`src/rtl/imem_loader.sv`:
```
// imem_loader: packs a byte stream little-endian into byte-strobed 32-bit imem writes (start/base_addr/len/abort/s_* in; s_ready, w_*_imem, busy, done, err out)
module imem_loader #(
  parameter int ADDR_W = 7
) (
  input  logic              clk,
  input  logic              rst,
  input  logic              start,
  input  logic [ADDR_W-1:0] base_addr,
  input  logic [ADDR_W:0]   len,
  input  logic              abort,
  input  logic              s_valid,
  input  logic [7:0]        s_data,
  output logic              s_ready,
  output logic              w_en_imem,
  output logic [ADDR_W-1:0] w_addr_imem,
  output logic [31:0]       w_data_imem,
  output logic [3:0]        w_strb_imem,
  output logic              busy,
  output logic              done,
  output logic              err
);
  typedef enum logic [1:0] {IDLE, LOAD, DONE} state_t;
  localparam logic [ADDR_W:0] MEM_BYTES = {1'b1, {ADDR_W{1'b0}}};
  state_t state, state_n;
  logic [ADDR_W-1:0] cur;
  logic [ADDR_W:0] rem;
  logic [31:0] pbuf, buf_n;
  logic [3:0] pstrb, strb_n;
  logic xfer, last, complete, range_err;
  always_comb begin
    xfer = s_valid & s_ready;
    last = rem == 1;
    complete = xfer & ~abort & ((cur[1:0] == 2'd3) | last);
    range_err = ({1'b0, base_addr} + len) > MEM_BYTES;
    buf_n = pbuf | ({24'd0, s_data} << {cur[1:0], 3'b000});
    strb_n = pstrb | (4'b0001 << cur[1:0]);
  end
  always_ff @(posedge clk or posedge rst)
    if (rst) state <= IDLE;
    else state <= state_n;
  always_comb begin
    state_n = state == IDLE ? (start ? ((range_err || len == '0) ? DONE : LOAD) : IDLE)
            : state == LOAD ? ((abort || (xfer && last)) ? DONE : LOAD)
            : IDLE;
  end
  always_comb begin
    s_ready = state == LOAD;
    busy = state == LOAD;
    done = state == DONE;
  end
  always_ff @(posedge clk or posedge rst) begin
    if (rst) begin
      cur <= '0;
      rem <= '0;
      pbuf <= '0;
      pstrb <= '0;
      err <= 1'b0;
      w_en_imem <= 1'b0;
      w_addr_imem <= '0;
      w_data_imem <= '0;
      w_strb_imem <= '0;
    end else begin
      w_en_imem <= complete;
      if (complete) begin
        w_addr_imem <= {cur[ADDR_W-1:2], 2'b00};
        w_data_imem <= buf_n;
        w_strb_imem <= strb_n;
      end
      if (state == IDLE && start) begin
        err <= range_err;
        cur <= base_addr;
        rem <= len;
        pbuf <= '0;
        pstrb <= '0;
      end else if (state == LOAD) begin
        if (abort) begin
          err <= 1'b1;
          pbuf <= '0;
          pstrb <= '0;
        end else if (xfer) begin
          cur <= cur + 1'b1;
          rem <= rem - 1'b1;
          pbuf <= complete ? '0 : buf_n;
          pstrb <= complete ? '0 : strb_n;
        end
      end
    end
  end
endmodule

```
`config.mk`:
```
export PLATFORM = sky130hd
export DESIGN_NAME = imem_loader
export DESIGN_NICKNAME = d
export VERILOG_FILES = /design/src/rtl/imem_loader.sv
export SDC_FILE = /design/constraint.sdc
export NUM_CORES = 1
export LEC_CHECK = 0
export CAP_MARGIN = 20
export CORE_ASPECT_RATIO = 0.7
export CORE_MARGIN = 2
export CORE_UTILIZATION = 59
export CTS_BUF_LIST = sky130_fd_sc_hd__clkbuf_4 sky130_fd_sc_hd__clkbuf_8
export DETAILED_ROUTE_END_ITERATION = 12
export HOLD_SLACK_MARGIN = 0.08
export PLACE_DENSITY_LB_ADDON = 0.15
export SLEW_MARGIN = 10
export SYNTH_ARGS = -nofsm -noshare
export SYNTH_HDL_FRONTEND = slang
export SYNTH_SLANG_ARGS = --single-unit
```
`constraint.sdc`:
```
create_clock -name clk -period 7.05 [get_ports clk]
set_clock_uncertainty 0.15 [all_clocks]
set_input_delay 1.0575 -clock clk [delete_from_list [all_inputs] [get_ports clk]]
set_output_delay 1.0575 -clock clk [all_outputs]
set_load 0.1 [all_outputs]
```
# == After elaboration in Yosys (flattened, before gate mapping) ==
# Cells that the tools add are included.
# word_totals
register_bits,96
inputBits,28
output_inout_bits,48
# op_classes
eq_ne,5
shift,2
mux,26
n_reduce_logical,13
order_cmp,1
bitwise_logic,7
addsub,3
# ops
operator,n
$mux 32,5
$mux 8,4
$or 32x32->32,1
$shl 8x5->32,1
$mux 7,4
$mux 4,5
$mux 2,5
$add 7x8->8,1
$eq 8x1->1 const B,1
$gt 8x8->1 const B,1
$logic_not 8->1,1
$sub 8x1->8 const B,1
$add 7x1->7 const B,1
$reduce_bool 2->1,3
$eq 2x2->1 const B,2
$or 4x4->4,1
$reduce_and 2->1,2
$shl 1x2->4 const A,1
$and 1x1->1,3
$mux 1,3
$reduce_and 3->1,1
$reduce_bool 3->1,1
$eq 2x1->1 const B,1
$logic_and 1x1->1,2
5 further kinds,6

# == Depth between registers and ports, before layout ==
# depth
ltp_word,9
mapped_depth,9
mapped_depth_nobuf,7

# == Worst setup path after synthesis ==
# Ideal clock, no wire load.
# synth_timing
kind,flip-flop to output port
from,reg state[0]
to,out s_ready
required_ns,5.843
slack_ns,3.428
n_path_buf,1
arrival_time_ns,2.415
path_stages_with_launch,3
path_cell_list,dfrtp_1 -> nor2b_1 -> buf_4
# synth_via
elab_chain_len,1
# synth_rtl
element,line_no,text
start: declaration,24,"state_t state, state_n;"
start signal: assignment,40,else state <= state_n;
$eq 2x1->1,--,
end: declaration,13,"output logic s_ready,"
# Every way passes these cells.

# == Worst setup path in the final report ==
# layout_timing
from,reg state[0]
to,out s_ready
# layout_via
elab_chain_len,1
# layout_rtl
element,line_no,text
$eq 2x1->1,47,s_ready = state == LOAD;
# Every way passes these cells.

==> metrics.cfg <==
[status]
status = finished, final reports clean

[timing]
timing.final.crit_share = 0.522
final_max_slew_viol_count = 0
rsz0062_at_grt = false
finalSetupViolations = 0
setup_slack_ns = 3.37
finalHoldViolCount = 0
min_period_ns = 3.68
tightest_slew_ns = 0.992
setup_tns_ns = 0
relSlewSlack = 0.337
max_freq_ghz = 0.272

[power]
pwr-share-clk = 0.173
switching_power_mw = 1.41
comb_power_share = 0.526
power_leakage_nw = 2.40
seq_power_share = 0.300
p_int_mw = 1.33
p_per_area_nw_per_um2 = 513
swShare = 0.514
irDropWorstVdd_uv = 391

[logic_synthesis]
syn_area_per_cell_sq_um = 10.5
syn_area_sq_um = 4350
yosysWarnings = 0
yosysTopAreaCell = dfrtp_1
synth-async-reset-ratio = 1.00
ys_top_cells_by_count = 96 x dfrtp_1, 76 x a21oi_1, 58 x nor2_1
synthCells = 413
synth_edf_count = 0
synth_most_common_cell = dfrtp_1
ys.flop_type = dfrtp_1
ys_seq_area_frac = 0.553
ys_types = 46
synth_area_leaders = dfrtp_1 55%, a21oi_1 8.8%, a22o_1 7.1%, nor2_1 5.0%, ha_1 3.7%
synth_top_area_frac = 0.553
ys_ff_latch = 96

[cells_and_area]
multi_input_area_sq_um = 1760
fill_cells = 511
drive_above_1_share = 0.0589
layout.area.seq_sq_um = 2400
syn_to_final_growth_pct = 23.1
nets = 512
antenna_cells = 0

[cts]
cts_buffers = 9
cts_tree = yes
cts_sinks = 96
root_buffer = clkbuf_8
post_cts_buffers = 0
clk_path_buf_depth = 2
clk_pin_slew_ns = 0.09
insertion_delay_ns = 0.37
cts_resized = 0
htreeDepth = 3
ctsHoldBuffers = 0

[route]
drtPass1Iterations = 5
post-route-drc-count = 0
ant_nets = 0
wl_mm = 9.75
wire_per_inst_microns = 17.0
vias = 3401
vias_per_cell = 5.94
initialDrtViolationCount = 238

[worst_setup_path]
end_kind = output pin
reg2regPathDepth = 6
r2r_slack_ns = 3.94
setup.worst_path.end = s_ready
path_max_fanout = 6
crit_start = state[0]
path_class = flip-flop to output pin
r2r_start = state[0]
critPathRequiredTime_ns = 5.84
r2r-end = pstrb[3]
critical_path_arrival_ns = 2.47
start_kind = flip-flop

[global_routing]
grt_max_degree = 92
overflow = 0
use_met1 = 0.378
met3_usage = 0.0573
grt_pass1_vias = 3175
use_met2 = 0.393
top_usage_layer = met2
grtUsageTotal = 0.258
grt_pass1_wl_mm = 15.9
antenna_found_initial = 0

[place]
dpl.hpwl_mm = 6.52
post-place-ws_ns = 3.13
place_congestion = 0.916
port-buffer-count = 73

[floorplanning]
design.die.area_sq_um = 8080
rows = 26
die_h_microns = 75.8
initial_core_util = 0.602
pin_count = 76
coreArea_sq_um = 7220
die_w_microns = 107

[run]
cap_violations = 0

[hold_path]
hp-class = flip-flop to flip-flop

[stage by stage]
step	utilization	hold WS (ns)	power [mW]	std cells	instance area, sq um
floorplan	-	0.305	1.94	414	4350
global placement	0.701	0.319	2.25	556	5060
detailed placement	0.701	0.322	2.27	556	5060
CTS	0.738	0.352	2.75	572	5330
global route	0.741	0.367	2.87	573	5350
finish	0.741	0.346	2.75	573	5350
[layout make-up]
| class | count | area share |
|---|---|---|
| Multi-Input combinational cell | 280 | 0.330 |
| Inverter | 7 | 0.00514 |
| Tap cell | 98 | 0.0229 |
| Sequential cell | 96 | 0.449 |
| Clock buffer | 9 | 0.0231 |
| Timing Repair Buffer | 76 | 0.143 |
| Clock inverter | 7 | 0.0274 |
[critical path, stage by stage (launching register included)]
cell	delay [ns]
dfrtp_1	0.46
nor2b_1	0.42
clkdlybuf4s50_1	1.22
[power groups by stage]
stage	logic [mW]	registers (mW)	clock network [mW]
4_1_cts	1.44	0.825	0.483
6_report	1.45	0.825	0.476
3_5_place_dp	1.43	0.833	0
5_1_grt	1.52	0.850	0.501
2_1_floorplan	0.404	1.54	0
3_3_place_gp	1.42	0.827	0
[metal layers]
layer | vias up | share of wire
li1 | 1593 | -
met1 | 1674 | 0.49
met2 | 120 | 0.44
met3 | 14 | 0.064
met4 | 0 | 0.012
met5 | - | 0
[cell families after synthesis]
family	Yosys count	synth area share
AO/OA/AOI/OAI	144	0.213
XOR/XNOR	8	0.0161
adder cells (fa/ha/maj)	14	0.0420
buffers and inverters	38	0.0438
flip-flops	96	0.553
multiplexers	6	0.0153
other	1	0.000863
AND/OR/NAND/NOR	106	0.116
[state kept, by name, indices dropped and copies added, names as in the netlist]
| register | cells |
|---|---|
| err | 1 |
| cur | 7 |
| pbuf | 32 |
| rem | 8 |
| w_strb_imem | 4 |
| state | 2 |
| w_data_imem | 32 |
| pstrb | 4 |
| w_addr_imem | 5 |
| w_en_imem | 1 |
[worst min path at each step]
stage | start | end | slack [ns] | depth (start not counted)
2_1_floorplan | pstrb[3] | pstrb[3] | 0.30 | 1
3_3_place_gp | w_addr_imem[4] | w_addr_imem[4] | 0.32 | 1
3_5_place_dp | pstrb[3] | pstrb[3] | 0.32 | 1
4_1_cts | w_addr_imem[4] | w_addr_imem[4] | 0.35 | 1
5_1_grt | w_addr_imem[4] | w_addr_imem[4] | 0.37 | 1
6_report | w_addr_imem[2] | w_addr_imem[2] | 0.35 | 1
[placed cells by master, fill, tap and decap left out, types with 3 or more instances in the layout]
cell type / instances
xor2_1: 5
or4_1: 4
clkdlybuf4s50_1: 73
nand3_1: 6
dfrtp_1: 96
a21oi_1: 76
clkbuf_8: 9
bufinv_16: 4
a22o_1: 35
o21ai_0: 13
xnor2_1: 3
nand2_1: 16
a221o_1: 3
nor2_1: 57
nor2b_1: 3
inv_1: 5
and2_1: 6
mux2_1: 5
and3_1: 3
ha_1: 13
o311ai_0: 4
inv_6: 3
Note: power is estimated with default switching activity, not from simulation.
